==> config.mk <==
export PLATFORM = sky130hd
export DESIGN_NAME = fmem_write_ctrl_flat
export DESIGN_NICKNAME = d
export VERILOG_FILES = /design/src/rtl/fmem_write_ctrl_if.sv /design/src/rtl/fmem_write_ctrl.sv /design/src/flat_wrapper.sv
export SDC_FILE = /design/constraint.sdc
export NUM_CORES = 1
export LEC_CHECK = 0
export BUFFER_PORTS_ARGS = -buffer_cell sky130_fd_sc_hd__clkbuf_2
export CORE_ASPECT_RATIO = 0.6
export CORE_MARGIN = 5
export CORE_UTILIZATION = 55
export CTS_BUF_LIST = sky130_fd_sc_hd__clkbuf_8
export DETAILED_ROUTE_END_ITERATION = 10
export GPL_TIMING_DRIVEN = 1
export PLACE_DENSITY = 0.85
export SYNTH_ARGS = -nofsm -noshare
export SYNTH_HDL_FRONTEND = slang
export SYNTH_SLANG_ARGS = --single-unit
==> constraint.sdc <==
create_clock -name i_clk -period 25 [get_ports i_clk]
set_input_delay 7.5 -clock i_clk [delete_from_list [all_inputs] [get_ports i_clk]]
set_output_delay 7.5 -clock i_clk [all_outputs]
set_load 0.01 [all_outputs]
==> src/rtl/fmem_write_ctrl_if.sv <==
// Bus bundle between the video input and the frame-memory write port.
// The master modport is the video source / memory observer, the slave modport is the controller.
interface fmem_write_ctrl_if #(
  parameter int DATA_WIDTH   = 24,
  parameter int PIX_PER_WORD = 4,
  parameter int ADDR_WIDTH   = 16
);
  localparam int MEM_WIDTH = DATA_WIDTH * PIX_PER_WORD;

  logic                  i_vsync;
  logic                  i_de;
  logic [DATA_WIDTH-1:0] i_data;
  logic [10:0]           i_vres;

  logic                  fmem_csn;
  logic                  fmem_wen;
  logic [ADDR_WIDTH-1:0] fmem_addr;
  logic [MEM_WIDTH-1:0]  fmem_din;
  logic                  o_frame_done;
  logic                  o_overflow;

  modport master (
    output i_vsync, i_de, i_data, i_vres,
    input  fmem_csn, fmem_wen, fmem_addr, fmem_din, o_frame_done, o_overflow
  );

  modport slave (
    input  i_vsync, i_de, i_data, i_vres,
    output fmem_csn, fmem_wen, fmem_addr, fmem_din, o_frame_done, o_overflow
  );
endinterface

==> src/rtl/fmem_write_ctrl.sv <==
// Frame-memory write controller: packs DE-qualified pixels into memory words and
// issues single-cycle active-low write strobes at linear addresses from 0 per frame.
//
// state  | meaning
// IDLE   | after reset, waiting for the first vsync rise; DE ignored
// ACTIVE | capturing lines of the current frame
// DONE   | last line of the frame written; DE ignored until the next vsync rise
module fmem_write_ctrl #(
  parameter int DATA_WIDTH   = 24,
  parameter int PIX_PER_WORD = 4,
  parameter int MEM_WIDTH    = DATA_WIDTH * PIX_PER_WORD,
  parameter int ADDR_DEPTH   = 512 * 512 / 4,
  parameter int ADDR_WIDTH   = $clog2(ADDR_DEPTH)
) (
  input logic              i_clk,
  input logic              rst,
  fmem_write_ctrl_if.slave bus
);

  localparam int PCW = (PIX_PER_WORD > 1) ? $clog2(PIX_PER_WORD) : 1;
  localparam logic [PCW-1:0] LAST_LANE = PCW'(PIX_PER_WORD - 1);
  // The address counter has one extra bit so it can sit at ADDR_DEPTH (saturated)
  // without wrapping back onto valid locations.
  localparam logic [ADDR_WIDTH:0] ADDR_LIMIT = (ADDR_WIDTH + 1)'(ADDR_DEPTH);

  typedef enum logic [1:0] {
    IDLE   = 2'd0,
    ACTIVE = 2'd1,
    DONE   = 2'd2
  } state_t;

  state_t               state;
  logic                 vsync_q;
  logic                 de_q;
  logic [PCW-1:0]       pack_cnt;
  logic [10:0]          line_cnt;
  logic [ADDR_WIDTH:0]  addr_cnt;
  logic [MEM_WIDTH-1:0] word_buf;
  logic [MEM_WIDTH-1:0] word_nxt;
  logic [MEM_WIDTH-1:0] wr_data;
  logic [10:0]          line_nxt;
  logic                 frame_start;
  logic                 line_end;
  logic                 wr_req;

  assign frame_start = bus.i_vsync & ~vsync_q;
  assign line_end    = de_q & ~bus.i_de;
  assign line_nxt    = line_cnt + 11'd1;

  // Word as it would look with the current pixel dropped into its lane; unused
  // upper lanes stay zero because word_buf is cleared after every write.
  always_comb begin
    word_nxt = word_buf;
    word_nxt[int'(pack_cnt) * DATA_WIDTH +: DATA_WIDTH] = bus.i_data;
  end

  // A write is due when a word fills up, or at end of line with a partial word;
  // a frame start in the same cycle discards both.
  always_comb begin
    wr_req  = 1'b0;
    wr_data = word_buf;
    if (state == ACTIVE && !frame_start) begin
      if (bus.i_de && pack_cnt == LAST_LANE) begin
        wr_req  = 1'b1;
        wr_data = word_nxt;
      end else if (line_end && pack_cnt != '0) begin
        wr_req  = 1'b1;
        wr_data = word_buf;
      end
    end
  end

  // Sequencing FSM with registered memory-port and status outputs.
  always_ff @(posedge i_clk or posedge rst) begin
    if (rst) begin
      state            <= IDLE;
      vsync_q          <= 1'b0;
      de_q             <= 1'b0;
      pack_cnt         <= '0;
      line_cnt         <= '0;
      addr_cnt         <= '0;
      word_buf         <= '0;
      bus.fmem_csn     <= 1'b1;
      bus.fmem_wen     <= 1'b1;
      bus.fmem_addr    <= '0;
      bus.fmem_din     <= '0;
      bus.o_frame_done <= 1'b0;
      bus.o_overflow   <= 1'b0;
    end else begin
      vsync_q          <= bus.i_vsync;
      de_q             <= bus.i_de;
      bus.fmem_csn     <= 1'b1;
      bus.fmem_wen     <= 1'b1;
      bus.o_frame_done <= 1'b0;

      if (frame_start) begin
        state          <= ACTIVE;
        pack_cnt       <= '0;
        line_cnt       <= '0;
        addr_cnt       <= '0;
        word_buf       <= '0;
        bus.o_overflow <= 1'b0;
      end else if (state == ACTIVE) begin
        if (wr_req) begin
          if (addr_cnt < ADDR_LIMIT) begin
            bus.fmem_csn  <= 1'b0;
            bus.fmem_wen  <= 1'b0;
            bus.fmem_addr <= addr_cnt[ADDR_WIDTH-1:0];
            bus.fmem_din  <= wr_data;
            addr_cnt      <= addr_cnt + 1'b1;
          end else begin
            bus.o_overflow <= 1'b1;
          end
          word_buf <= '0;
          pack_cnt <= '0;
        end else if (bus.i_de) begin
          word_buf <= word_nxt;
          pack_cnt <= pack_cnt + 1'b1;
        end

        if (line_end) begin
          line_cnt <= line_nxt;
          if (line_nxt == bus.i_vres) begin
            state            <= DONE;
            bus.o_frame_done <= 1'b1;
          end
        end
      end
    end
  end

endmodule

==> src/flat_wrapper.sv <==
// flat-port wrapper written by rule: the top's interface ports become plain ports
module fmem_write_ctrl_flat 
#(
  parameter int DATA_WIDTH   = 24,
  parameter int PIX_PER_WORD = 4,
  parameter int MEM_WIDTH    = DATA_WIDTH * PIX_PER_WORD,
  parameter int ADDR_DEPTH   = 512 * 512 / 4,
  parameter int ADDR_WIDTH   = $clog2(ADDR_DEPTH)
)
  (i_clk, rst, bus_i_vsync, bus_i_de, bus_i_data, bus_i_vres, bus_fmem_csn, bus_fmem_wen, bus_fmem_addr, bus_fmem_din, bus_o_frame_done, bus_o_overflow);
  fmem_write_ctrl_if #(.DATA_WIDTH(DATA_WIDTH), .PIX_PER_WORD(PIX_PER_WORD), .ADDR_WIDTH(ADDR_WIDTH)) bus_i ();
  input logic i_clk;
  input logic rst;
  input wire logic [$bits(bus_i.i_vsync)-1:0] bus_i_vsync;
  input wire logic [$bits(bus_i.i_de)-1:0] bus_i_de;
  input wire logic [$bits(bus_i.i_data)-1:0] bus_i_data;
  input wire logic [$bits(bus_i.i_vres)-1:0] bus_i_vres;
  output wire logic [$bits(bus_i.fmem_csn)-1:0] bus_fmem_csn;
  output wire logic [$bits(bus_i.fmem_wen)-1:0] bus_fmem_wen;
  output wire logic [$bits(bus_i.fmem_addr)-1:0] bus_fmem_addr;
  output wire logic [$bits(bus_i.fmem_din)-1:0] bus_fmem_din;
  output wire logic [$bits(bus_i.o_frame_done)-1:0] bus_o_frame_done;
  output wire logic [$bits(bus_i.o_overflow)-1:0] bus_o_overflow;
  assign bus_i.i_vsync = bus_i_vsync;
  assign bus_i.i_de = bus_i_de;
  assign bus_i.i_data = bus_i_data;
  assign bus_i.i_vres = bus_i_vres;
  assign bus_fmem_csn = bus_i.fmem_csn;
  assign bus_fmem_wen = bus_i.fmem_wen;
  assign bus_fmem_addr = bus_i.fmem_addr;
  assign bus_fmem_din = bus_i.fmem_din;
  assign bus_o_frame_done = bus_i.o_frame_done;
  assign bus_o_overflow = bus_i.o_overflow;
  fmem_write_ctrl #(.DATA_WIDTH(DATA_WIDTH), .PIX_PER_WORD(PIX_PER_WORD), .MEM_WIDTH(MEM_WIDTH), .ADDR_DEPTH(ADDR_DEPTH), .ADDR_WIDTH(ADDR_WIDTH)) u_core (.i_clk(i_clk), .rst(rst), .bus(bus_i));
endmodule
== Yosys cells after proc, flatten, opt, wreduce, memory -nomap -nowiden ==
Index checks and enable logic that the tools add are counted.

* Output and inout bits: 116
* Input bits: 39
* Word-level logic and storage cells: 83
* Register bits: 245

* Bitwise logic cells: 5
* Shifts and indexed selects: 2
* Reductions and logical operators: 17
* Multipliers: 1
* Mux-type cells: 37
* Equality and inequality tests: 4
* Add/subtract/negate cells: 4
* Order comparisons: 1

{| class="wikitable"
|+ Operators with widths
! kind !! number
|-
| $mux W96 || 6
|-
| $bwmux W96 || 1
|-
| $shift A24 B33 Y96 const A || 1
|-
| $shiftx A24 B33 Y96 || 1
|-
| $mux W17 || 4
|-
| $mux W11 || 3
|-
| $neg A32 Y33 || 1
|-
| $add A17 B1 Y17 const B || 1
|-
| $lt A17 B17 Y1 const B || 1
|-
| $mux W2 || 8
|-
| $mux W1 || 15
|-
| $reduce_bool A2 Y1 || 6
|-
| $add A11 B1 Y11 const B || 1
|-
| $eq A11 B11 Y1 || 1
|-
| $reduce_and A3 Y1 || 3
|-
| $mul A2 B2 Y4 const B || 1
|-
| $reduce_and A2 Y1 || 2
|-
| $reduce_and A4 Y1 || 1
|-
| $logic_and A1 B1 Y1 || 3
|-
| $not A1 Y1 || 3
|-
| $reduce_bool A3 Y1 || 1
|-
| $add A2 B1 Y2 const B || 1
|-
| $and A1 B1 Y1 || 2
|-
| $eq A2 B1 Y1 const B || 1
|-
| other kinds (3) || 3
|}

== Logic depth before layout (Yosys ltp) ==
* Depth in word-level cells: 9
* Gate-level depth with buffers: 10

== Least setup slack after synthesis ==
OpenSTA, ideal clock, no wires.

* Path kind: input to register
* Start: input port bus_i_vsync
* End: register u_core.addr_cnt[15]
* Setup time: 0.140 ns
* Arrival: 9.012 ns
* Setup slack: 15.849 ns
* Path buffers: 2
* Cell stages on the path: 8
* Cell sequence: nor2b_1 -> buf_2 -> or3_4 -> a21oi_2 -> inv_2 -> clkbuf_1 -> o311ai_0 -> o41ai_1

* Cells in the longest elaborated chain, start to end: 6
* Elaborated cells on any way between the ends: 9
* Those cells by class: mux: 2; bitwise: 1; reduce/logical: 6

{| class="wikitable"
|+ RTL lines
! what !! RTL line !! RTL
|-
| from (decl) || flat_wrapper.sv:14 || <nowiki>input wire logic [$bits(bus_i.i_vsync)-1:0] bus_i_vsync;</nowiki>
|-
| $and A1 B1 Y1 (*) || fmem_write_ctrl.sv:46 || <nowiki>assign frame_start = bus.i_vsync & ~vsync_q;</nowiki>
|-
| $logic_not A1 Y1 || fmem_write_ctrl.sv:62 || <nowiki>if (state == ACTIVE && !frame_start) begin</nowiki>
|-
| $logic_and A1 B1 Y1 || fmem_write_ctrl.sv:62 ||
|-
| $mux W1 || fmem_write_ctrl.sv:62 ||
|-
| $reduce_bool A2 Y1 (no line) || - ||
|-
| $reduce_and A3 Y1 (no line) || - ||
|-
| to (signal assigned) || fmem_write_ctrl.sv:110 || <nowiki>addr_cnt <= addr_cnt + 1'b1;</nowiki>
|-
| to (decl) || fmem_write_ctrl.sv:37 || <nowiki>logic [ADDR_WIDTH:0] addr_cnt;</nowiki>
|}

Every way passes the cells marked *; elsewhere a longest branch is shown, timed or not.
A chain may end at the register's enable or synchronous reset.

== Worst setup path after layout ==
* Start: input port bus_i_vsync
* End: register u_core.bus.fmem_din[51]

* Cells in the longest elaborated chain, start to end: 5
* Elaborated cells on any way between the ends: 7
* Those cells by class: mux: 2; bitwise: 2; reduce/logical: 3

{| class="wikitable"
|+ RTL lines
! what !! RTL line !! RTL
|-
| $and A1 B1 Y1 (*) || fmem_write_ctrl.sv:46 ||
|-
| $logic_not A1 Y1 || fmem_write_ctrl.sv:62 ||
|-
| $logic_and A1 B1 Y1 || fmem_write_ctrl.sv:62 ||
|-
| $mux W1 || fmem_write_ctrl.sv:62 ||
|-
| $reduce_and A4 Y1 (no line) || - ||
|-
| to (signal assigned) || fmem_write_ctrl.sv:109 || <nowiki>bus.fmem_din <= wr_data;</nowiki>
|-
| to (decl) || fmem_write_ctrl_if.sv:29 || <nowiki>output fmem_csn, fmem_wen, fmem_addr, fmem_din, o_frame_done, o_overflow</nowiki>
|}

Marked as above.

==> results.py <==
metrics = {
    "critical_path": {
        "worst_path_max_delay_cell": "a21oi_4",
        "arrival_ns": 11.10,
        "critical_path.top_delay_family": "buffers and inverters",
        "path_class": "in2reg",
        "crit_start": "bus_i_vsync",
        "start_kind": "input port",
        "path_cells": "clkbuf_2 -> nand2b_1 -> nand2_1 -> a21oi_4 -> clkinv_2 -> buf_4 -> a221oi_1 -> nor2_1",
        "crit_buf_inv": 3,
        "worstPathMaxFanout": 91,
        "critical-path-max-stage-delay_ns": 0.67,
        "r2r-start": "u_core.pack_cnt[0]",
        "worst_ep_required_time_ns": 25.39,
        "endpoint_kind": "flop",
    },
    "clock_network": {
        "cts_buffer_depth": 3,
        "cts_tree": "done",
        "numCtsBuffers": 37,
        "cts-root-buf": "clkbuf_8",
        "clock_latency_ns": 0.53,
        "cts_resized": 0,
        "cts_hold_buf": 0,
        "clkTransAtPathRegs_ns": 0.06,
        "htree_levels": 2,
        "postCtsSetupRepairBufs": 0,
        "cts.sinks": 245,
    },
    "route": {
        "drtAntennaViolNets": 0,
        "wl_per_cell_microns": 20.6,
        "drtIter0Drc": 1449,
        "drt-pass1-iter-count": 6,
        "via_per_inst": 6.42,
        "drt_wl_total_mm": 33.5,
        "vias": 10466,
        "drc": 0,
    },
    "grt": {
        "grt_first_pass_wirelength_mm": 52.8,
        "grtUsageTotal_pct": 27.2,
        "grt_pass1_vias": 9391,
        "antenna_found_initial": 1,
        "grt_max_degree": 112,
        "grt_overflow_total": 0,
    },
    "die": {
        "die_y_microns": 123,
        "core_area_sq_um": 20900,
        "dieArea_sq_um": 24200,
        "placementRows": 41,
        "die_x_microns": 198,
        "io_pins": 155,
        "start_util_pct": 55.7,
    },
    "cells_and_area": {
        "n_fill_cell": 1743,
        "utilization_pct": 62.9,
        "final_nets": 1372,
        "drive_gt1_share_pct": 17.5,
        "antenna_cells": 0,
        "synthToLayoutAreaGrowth_pct": 12.9,
    },
    "placed_design": {
        "hpwl_mm": 22.6,
        "gp_congestion": 0.927,
        "io_buffer_count": 154,
        "post-place-ws_ns": 13.88,
    },
    "synth": {
        "yosys_register_bits": 245,
        "yosysSeqAreaShare_pct": 52.7,
        "syn_inst": 1221,
        "synth_cell_types": 59,
        "synth_top_flop_cell": "dfrtp_1",
        "avgSynthCellArea_sq_um": 9.52,
        "synthArstFlopShare_pct": 100,
        "synth_nets": 1268,
        "yosysWarnings": 0,
        "synth_area_sq_um": 11600,
        "synth_edf_count": 0,
    },
    "power_and_ir_drop": {
        "seq_power_share_pct": 38.9,
        "p_sw_share_pct": 41.6,
        "power_frac_clock_pct": 21.6,
        "p_int_uw": 843,
        "powerDensity_nw_per_um2": 110,
        "power_switching_uw": 601,
        "peakVddDrop_mv": 0.0628,
        "comb_power_share_pct": 39.5,
        "cellLeakagePower_uw": 0.00611,
    },
    "outcome": {
        "status": "complete, no violations",
    },
    "min_path": {
        "min_path_type": "reg2reg",
        "hold_start": "u_core.bus.fmem_addr[9]",
    },
    "timing": {
        "tightest_slew_ns": 1.20,
        "tns_ns": 0,
        "hold_viol": 0,
        "relSlewSlack_pct": 19.7,
        "setup_ws_ns": 14.30,
        "fin_skew_ns": 0.0169,
        "setup_viol": 0,
        "slew_viol_final": 0,
        "post-route-period-util_pct": 42.8,
        "period_needed_ns": 10.70,
        "clock.fmax_mhz": 93.4,
        "rsz0062_at_grt": "no",
    },
    "run": {
        "max_cap_viol_count": 0,
    },
}
[power groups by stage]
stage | clock network (uW) | registers (uW) | logic [uW]
finish | 312 | 562 | 571
global route | 332 | 571 | 619
CTS | 316 | 560 | 560
detailed placement | 0 | 566 | 559
global placement | 0 | 564 | 549
floorplan | 0 | 585 | 341
[sequential cells by signal, summed over array words and instances, names as in the netlist]
signal and cells:
u_core.bus.fmem_csn 1, u_core.bus.fmem_din 96, u_core.line_cnt 11, u_core.word_buf 96
u_core.state 2, u_core.addr_cnt 17, u_core.vsync_q 1, u_core.pack_cnt 2
u_core.bus.o_frame_done 1, u_core.bus.fmem_addr 16, u_core.de_q 1, u_core.bus.o_overflow 1
[logic make-up after synthesis]
| group | count (synthesis) | share of synthesized area (%) |
|---|---|---|
| buf+inv | 106 | 3.70 |
| xor+xnor | 27 | 2.03 |
| fa+ha+maj | 8 | 0.861 |
| compound gates | 296 | 19.2 |
| simple gates | 511 | 18.9 |
| flops | 245 | 52.8 |
| mux | 28 | 2.49 |
[cells in the mapped netlist, types with 2 or more instances]
cell type    n  area [sq um]
a2111oi_0    3          26.3
a211oi_1    11          82.6
a21o_1       8          60.1
a21oi_1     18          90.1
a221oi_1    91           797
a22o_1       3          26.3
a22oi_1     83           623
a2bb2oi_1   15           131
a31o_2       7          61.3
a31oi_1      4          25.0
and2_1       7          43.8
and3_1      12          75.1
buf_2       23           115
clkbuf_1    74           278
clkinv_1     2          7.51
dfrtp_1    244          6110
ha_1         8           100
inv_1        5          18.8
mux2_2       7          78.8
mux2i_1     21           210
nand2_1     98           368
nand2b_1     5          31.3
nand3_1     19          95.1
nand4_1     10          62.6
nor2_1     302          1130
nor2b_1      7          43.8
nor3_1      17          85.1
nor3_2       2          20.0
nor3b_1      2          15.0
nor4_1       9          56.3
o211ai_1     2          15.0
o21a_1       5          37.5
o21ai_0     36           180
o31ai_1      3          22.5
or3_1        7          43.8
or4_1        3          22.5
xnor2_1     21           184
xor2_1       6          52.6
[cell type report]
cell class	count	area, sq um	area share (%)
Sequential cell	245	6130	46.7
Multi-Input combinational cell	870	5070	38.7
Timing Repair Buffer	163	838	6.39
Clock buffer	44	606	4.61
Tap cell	279	349	2.66
Clock inverter	21	86.3	0.658
Inverter	8	38.8	0.296
[final timing paths]
path	end	slack [ns]	cells after the start
max	u_core.bus.fmem_din[51]	14.30	8
min	u_core.bus.fmem_addr[9]	0.48	2
max reg2reg	u_core.bus.fmem_din[51]	20.57	9
min reg2reg	u_core.bus.fmem_addr[9]	0.48	2
max in group asynchronous	u_core.bus.fmem_din[11]	16.40	3
min in group asynchronous	u_core.addr_cnt[6]	7.11	2
[worst min-delay path, stage by stage (launching register included)]
cell	delay [ns]
dfrtp_1	0.34
nand2_1	0.05
nand2_1	0.06
[layer usage]
| metal | up-vias | part of all wire [%] | GRT usage [%] | routed length [microns] |
|---|---|---|---|---|
| met4 | 2 | 1.1 | 4.69 | 367 |
| li1 | 4598 | - | - | - |
| met2 | 642 | 40 | 35.4 | 13300 |
| met5 | - | 0.039 | 0 | 13 |
| met1 | 5178 | 47 | 45.1 | 15700 |
| met3 | 46 | 12 | 7.71 | 4170 |
[cell usage in the layout (no fill, tap or decap), types with 3 or more instances in the layout]
cell type  synthesis  final
a2111oi_0          3      3
a211oi_1          11     11
a21o_1             8      8
a21oi_1           18     18
a221oi_1          91     91
a22o_1             3      3
a22oi_1           83     83
a2bb2oi_1         15     15
a31o_2             7      7
a31oi_1            4      4
and2_1             7      7
and3_1            12     12
buf_4              1      9
clkbuf_2           0    154
clkbuf_8           0     44
clkinv_2           0      4
dfrtp_1          244    244
ha_1               8      8
inv_1              5     21
mux2_2             7      7
mux2i_1           21     21
nand2_1           98     98
nand2b_1           5      5
nand3_1           19     19
nand4_1           10     10
nor2_1           302    302
nor2b_1            7      6
nor3_1            17     17
nor4_1             9      9
o21a_1             5      5
o21ai_0           36     36
o31ai_1            3      3
or3_1              7      7
or4_1              3      3
xnor2_1           21     21
xor2_1             6      6
[stage by stage]
step	hold slack (ns)	cell area, sq um	total power [uW]	instances
after floorplan	0.469	11600	926	1221
after global placement	0.461	12400	1110	1565
after detailed placement	0.466	12400	1130	1565
after CTS	0.482	13100	1440	1630
after global routing	0.512	13100	1520	1630
final	0.480	13100	1440	1630
Note: power is estimated with default switching activity, not from simulation.
